--- src/rtl/acc_drain_pkg.sv ---
// acc_drain_writer shared types and constants.
// Optional build macro: ACC_DRAIN_RELU_EN (clamp negative halves to zero).
package acc_drain_pkg;

  localparam int WORD_W        = 64;
  localparam int HALF_W        = 32;
  localparam int ADDR_W        = 32;
  localparam int NUM_WORDS_DEF = 3136;

  typedef enum logic [1:0] {
    IDLE,
    DRAIN,
    FLUSH,
    DONE
  } state_t;

  function automatic logic [WORD_W-1:0] relu64(
    input logic [WORD_W-1:0] d
  );
    logic [HALF_W-1:0] hi;
    logic [HALF_W-1:0] lo;
    hi = d[WORD_W-1] ? '0 : d[WORD_W-1:HALF_W];
    lo = d[HALF_W-1] ? '0 : d[HALF_W-1:0];
    return {hi, lo};
  endfunction

endpackage

--- src/rtl/acc_sync_fifo.sv ---
// Small synchronous FIFO with head read straight from the
// storage registers (no fall-through bypass).
module acc_sync_fifo #(
  parameter int W     = 64,
  parameter int DEPTH = 8
) (
  input  logic                   clk,
  input  logic                   rst_n,
  input  logic                   push,
  input  logic [W-1:0]           din,
  input  logic                   pop,
  output logic [W-1:0]           head,
  output logic [$clog2(DEPTH):0] count,
  output logic                   full,
  output logic                   empty
);

  localparam int AW = $clog2(DEPTH);
  localparam int CW = AW + 1;

  logic [W-1:0]  mem [DEPTH];
  logic [AW-1:0] wp;
  logic [AW-1:0] rp;
  logic          do_push;
  logic          do_pop;

  assign full    = count == CW'(DEPTH);
  assign empty   = count == '0;
  assign do_push = push && !full;
  assign do_pop  = pop && !empty;
  assign head    = mem[rp];

  // storage is cleared so the write data bus reads 0 out of reset
  always_ff @(posedge clk or negedge rst_n) begin
    if (!rst_n) begin
      wp    <= '0;
      rp    <= '0;
      count <= '0;
      for (int i = 0; i < DEPTH; i++) mem[i] <= '0;
    end else begin
      if (do_push) begin
        mem[wp] <= din;
        wp      <= wp + 1'b1;
      end
      if (do_pop) rp <= rp + 1'b1;
      count <= count + CW'(do_push) - CW'(do_pop);
    end
  end

endmodule

--- src/rtl/acc_drain_writer.sv ---
// Drains accumulator results through a FIFO onto a req/ack write bus.
// Optional build macro: ACC_DRAIN_RELU_EN (clamp negative halves).
module acc_drain_writer
  import acc_drain_pkg::*;
#(
  parameter int                NUM_WORDS = NUM_WORDS_DEF,
  parameter int                DEPTH     = 8,
  parameter int                SKID      = 4,
  parameter logic [ADDR_W-1:0] BASE_ADDR = '0,
  parameter int                ADDR_STEP = 8
) (
  input  logic              clk,
  input  logic              rst_n,
  input  logic              conv_done,
  input  logic [WORD_W-1:0] data_i,
  input  logic              valid_i,
  output logic              bus_free,
  output logic              output_done,
  output logic              bus_req,
  output logic [ADDR_W-1:0] bus_addr,
  output logic [WORD_W-1:0] bus_wdata,
  input  logic              bus_ack,
  output logic              ovf_err
);

  localparam int             CW   = $clog2(NUM_WORDS + 1);
  localparam int             FW   = $clog2(DEPTH) + 1;
  localparam logic [CW-1:0]  LAST = CW'(NUM_WORDS);

  state_t            state;
  logic [CW-1:0]     issue_cnt;
  logic [CW-1:0]     rcv_cnt;
  logic [CW-1:0]     wr_cnt;
  logic [CW-1:0]     issue_nxt;
  logic [CW-1:0]     rcv_nxt;
  logic [FW-1:0]     fcnt;
  logic [FW-1:0]     fcnt_nxt;
  logic              full;
  logic              empty;
  logic              accept;
  logic              push;
  logic              pop;
  logic [WORD_W-1:0] din;
  logic [WORD_W-1:0] head;

`ifdef ACC_DRAIN_RELU_EN
  assign din = relu64(data_i);
`else
  assign din = data_i;
`endif

  assign accept    = valid_i && (state == DRAIN) && (rcv_cnt != LAST);
  assign push      = accept && !full;
  assign bus_req   = !empty && ((state == DRAIN) || (state == FLUSH));
  assign pop       = bus_req && bus_ack;
  assign fcnt_nxt  = fcnt + FW'(push) - FW'(pop);
  assign issue_nxt = issue_cnt + CW'(bus_free && (issue_cnt != LAST));
  assign rcv_nxt   = rcv_cnt + CW'(accept);
  assign bus_wdata = head;
  assign bus_addr  = BASE_ADDR
                   + ADDR_W'(wr_cnt) * ADDR_W'(ADDR_STEP);

  acc_sync_fifo #(
    .W     (WORD_W),
    .DEPTH (DEPTH)
  ) u_fifo (
    .clk   (clk),
    .rst_n (rst_n),
    .push  (push),
    .din   (din),
    .pop   (pop),
    .head  (head),
    .count (fcnt),
    .full  (full),
    .empty (empty)
  );

  // FLUSH ends on an empty FIFO so dropped words cannot stall completion
  always_ff @(posedge clk or negedge rst_n) begin
    if (!rst_n) begin
      state       <= IDLE;
      issue_cnt   <= '0;
      rcv_cnt     <= '0;
      wr_cnt      <= '0;
      bus_free    <= 1'b0;
      output_done <= 1'b0;
      ovf_err     <= 1'b0;
    end else begin
      issue_cnt <= issue_nxt;
      rcv_cnt   <= rcv_nxt;
      if (pop) wr_cnt <= wr_cnt + 1'b1;
      if (accept && full) ovf_err <= 1'b1;
      bus_free <= (state == DRAIN) && (issue_nxt < LAST)
               && (fcnt_nxt <= FW'(DEPTH - SKID));
      unique case (state)
        IDLE:  if (conv_done) state <= DRAIN;
        DRAIN: if (rcv_nxt == LAST) state <= FLUSH;
        FLUSH: if (fcnt_nxt == '0) begin
          state       <= DONE;
          output_done <= 1'b1;
        end
        DONE:  state <= DONE;
      endcase
    end
  end

endmodule
--- config.mk ---
export PLATFORM = sky130hd
export DESIGN_NAME = acc_drain_writer
export DESIGN_NICKNAME = d
export VERILOG_FILES = /design/src/rtl/acc_drain_pkg.sv /design/src/rtl/acc_sync_fifo.sv /design/src/rtl/acc_drain_writer.sv
export SDC_FILE = /design/constraint.sdc
export NUM_CORES = 1
export LEC_CHECK = 0
export ABC_AREA = 1
export CAP_MARGIN = 5
export CORE_MARGIN = 4
export CORE_UTILIZATION = 39
export DETAILED_ROUTE_END_ITERATION = 16
export DONT_BUFFER_PORTS = 1
export PLACE_DENSITY_LB_ADDON = 0.08
export REMOVE_ABC_BUFFERS = 1
export SKIP_LAST_GASP = 1
export SLEW_MARGIN = 40
export SYNTH_ARGS = -nofsm -noshare
export SYNTH_HDL_FRONTEND = slang
export SYNTH_SLANG_ARGS = --single-unit
--- constraint.sdc ---
create_clock -name clk -period 2.65 [get_ports clk]
set_input_delay 0.3975 -clock clk [delete_from_list [all_inputs] [get_ports clk]]
set_output_delay 0.3975 -clock clk [all_outputs]
set_load 0.05 [all_outputs]
==> impl_results.md <==
* Run status: finished with violations
* Failing checks: setup timing
* Top post-synthesis cells by area: dfrtp_1 (50%), nand2_1 (17%), nand2_2 (7.1%)
* Post-synth EDFFs at 0
* Synth top cells by count: nand2_1 (1,285), dfrtp_1 (563), nor2_1 (471), nand2_2 (317), o21ai_0 (259)
* Global route total overflow at 0
* Max stage delay on crit path at 500 ps
* Worst Hold Class: input pin to flop
* Core Rows at 97
* P per Cell Area at 1430 nW/um^2
* DRT Wirelength at 90,200 um
* Async set-reset flop share out of synthesis at 100%
* Reg2Reg Capture Point: state[0]
* Worst path slowest cell: dfrtp_4
* Vias/cell at 5.09
* Max Clock Freq at 350 MHz
* CTS tree: built
* Most common cell in the netlist: nand2_1
* Initial antenna violation count at 10
* Synth Area in Adders at 1.04%
* VDD IR-drop max at 0.936 mV
* Crit share post-route at 108%
* Leak at 17.2 nW
* Critical path class: flop to output pin
* Post-Syn Instances at 3,499
* Hold Path Sink: ovf_err
* Post-Syn Area per Cell at 8.00 sq um
* WP data required at 2250 ps
* R2r startpoint: state[0]
* DR pass1 iterations at 6
* Register-to-Register Path Depth at 16
* Area growth syn-to-layout at 22.4%
* Critical-path maximum fanout at 6
* Setup ws final at -210 ps
* Slew @ Worst Pin at 929 ps
* Synth top area share at 50.3%
* Mux cell area share after synthesis at 0%
* Final Slew Violations at 0
* Hold WS at 96.7 ps
* Synth Area in Compound Gates at 7.74%
* Post-Synth XOR/XNOR Area at 0.844%
* Register clock-pin slew on the reported worst setup and hold paths at 50 ps
* Antenna-violating nets left at 0
* Hold Crit Start: valid_i
* Final Wtd Congestion at 0.810
* RSZ-0062 raised after global routing: true
* Post-DR wirelength/cell at 19.6 um
* Rel. slew slack at 38.0%
* Kind of end point of the critical path: output pin
* Buffers & Inverters on Critical Path at 6
* Crit path DAT at 2460 ps
* Die Span Y at 276 um
* Initial Util at 39.6%
* # IOs at 169
* # DRC at 0
* Final setup fails at 62
* Via count at 23,369
* CP top delay family: buffers and inverters
* Clk_lat worst skew at 600 ps
* Crit path launch type: flop
* Die width at 276 um
* Sinks on Clock Net at 563
* Initial drt markers at 1,943
* Most used DFF post-synth: dfrtp_1
* H-tree depth at 3
* Worst Clk Skew at 18.1 ps
* Yosys warning count at 0
* Yosys cell types at 36
* Final HPWL DP at 46,500 um
* Worst-case clock buffer depth at 3
* Vias in the first global route at 23,603
* Layout Nets at 3,697
* CTS Buf Count at 69
* Reg2reg setup slack at 60 ps
* Layout cells sized above 1 at 22.0%
* Crit path time final at 2860 ps
* Largest net degree at the start of global routing at 564
* Full die area at 76,200 sq um
* Max Cap Viol at 0
* Fin util at 48.5%
* Cells after DPL at 4,318
* Simple-gate share of the synthesized area at 32.0%
* Largest family of logic cells by synthesized area: simple AND/OR/NAND/NOR gates
* Yosys top cell by area: dfrtp_1
* Sequential element share of the synthesized area at 50.3%
* Finished Layout Cells at 4,595
* Cells along the critical path: buf_12, buf_12, buf_8, buf_12, buf_16, o21ai_2, o22ai_1, nor2_1, a31oi_1, buf_4
* Post-place setup slack at -58.5 ps
* Hold Path Depth at 4
* Endpoints failing hold at 0
* GRT Total Usage at 23.3%
* Crit-path most repeated cell: buf_12
* Flops & latches, synth at 563
* Port bufs at 0
* Root Buffer: clkbuf_16
* Post-Synthesis Cell Area at 28,000 sq um
* First-pass GRT wire length at 139,000 um
* CORE AREA at 70,600 sq um
[layout make-up]
| type | instances | area [sq um] |
|---|---|---|
| inverters | 70 | 329 |
| repair inverters | 2 | 32.5 |
| clock inverters | 8 | 46.3 |
| well taps | 940 | 1180 |
| diodes | 8 | 20.0 |
| multi-input cells | 2598 | 12400 |
| clock buffers | 104 | 2080 |
| fillers | 6806 | 36400 |
| flip-flops and latches | 563 | 14100 |
| repair buffers | 302 | 4120 |
[layer usage]
layer	share of wire, %	track usage, %	up-vias
met2	48	38.8	633
met5	0.023	0	-
li1	-	-	11101
met3	5.5	3.69	129
met4	2.3	5.81	4
met1	45	32.0	11502
[tightest hold or removal path: cells and delay by family]
| family | cells | cell delay (ps) |
|---|---|---|
| buffers and inverters | 1 | 50 |
| and+or+nand+nor | 2 | 130 |
| AOI/OAI and AO/OA | 1 | 60 |
[repair_timing]
| item | in CTS | in global routing |
|---|---|---|
| setup buffers | 29 | 28 |
| hold buffers | 64 | 2 |
| cloned | 25 | 12 |
| hold endpoints to repair | 1075 | 156 |
| setup endpoints to repair | 66 | 67 |
| pin swaps | 22 | 119 |
| resized for setup | 88 | 242 |
[worst max path at each step]
stage                  from             to  slack (ps)  depth (start not counted)
2_1_floorplan  u_fifo.rp[0]   bus_wdata[0]       -5700                          5
3_3_place_gp       state[0]       state[0]        -100                         16
3_5_place_dp       state[0]       state[0]         -60                         16
4_1_cts        u_fifo.rp[0]   bus_wdata[9]        -200                          8
5_1_grt        u_fifo.rp[1]  bus_wdata[14]        -260                          6
6_report       u_fifo.rp[0]  bus_wdata[10]        -210                         10
[metrics by stage]
| stage | cell area (sq um) | total power, W | setup TNS (ps) |
|---|---|---|---|
| final | 34300 | 0.0489 | -5390 |
| after global routing | 34300 | 0.0521 | -12500 |
| after CTS | 33000 | 0.0469 | -9510 |
| after detailed placement | 28900 | 0.0344 | -109 |
| after floorplan | 26100 | 0.0269 | -374520 |
| after global placement | 28900 | 0.0341 | -190 |
[flip-flops by register name, indices dropped and copies added (netlist names)]
name	flops
bus_free	1
issue_cnt	12
output_done	1
ovf_err	1
rcv_cnt	12
state	2
u_fifo.count	4
u_fifo.mem	512
u_fifo.rp	3
u_fifo.wp	3
wr_cnt	12
[power breakdown]
group / switching [W] / internal (W)
Sequential: 0.00245 / 0.0122
Clock: 0.00367 / 0.00538
Combinational: 0.0152 / 0.0101
[placed cells by master, fill, tap and decap left out, types with 25 or more instances in the layout]
master | Yosys | final
a31oi_1 | 67 | 59
buf_12 | 35 | 49
buf_16 | 0 | 32
buf_4 | 23 | 109
clkbuf_16 | 0 | 85
dfrtp_1 | 563 | 561
dlygate4sd3_1 | 0 | 65
inv_1 | 61 | 50
nand2_1 | 1285 | 1284
nand2_2 | 317 | 318
nand3_1 | 26 | 25
nor2_1 | 471 | 422
nor2_2 | 0 | 32
o21ai_0 | 259 | 192
o21ai_1 | 0 | 45
o22ai_1 | 64 | 39
o22ai_2 | 0 | 25
[cells by family (layout without fill, tap and decap cells)]
group | after synthesis | after routing
other | 1 | 28
and+or+nand+nor | 2131 | 2131
buffers and inverters | 357 | 486
xor gates and xnor gates | 27 | 27
DFF | 563 | 563
adders and majority gates | 22 | 22
AOI/OAI and AO/OA | 398 | 398
Power figures use the tool's default switching activity.
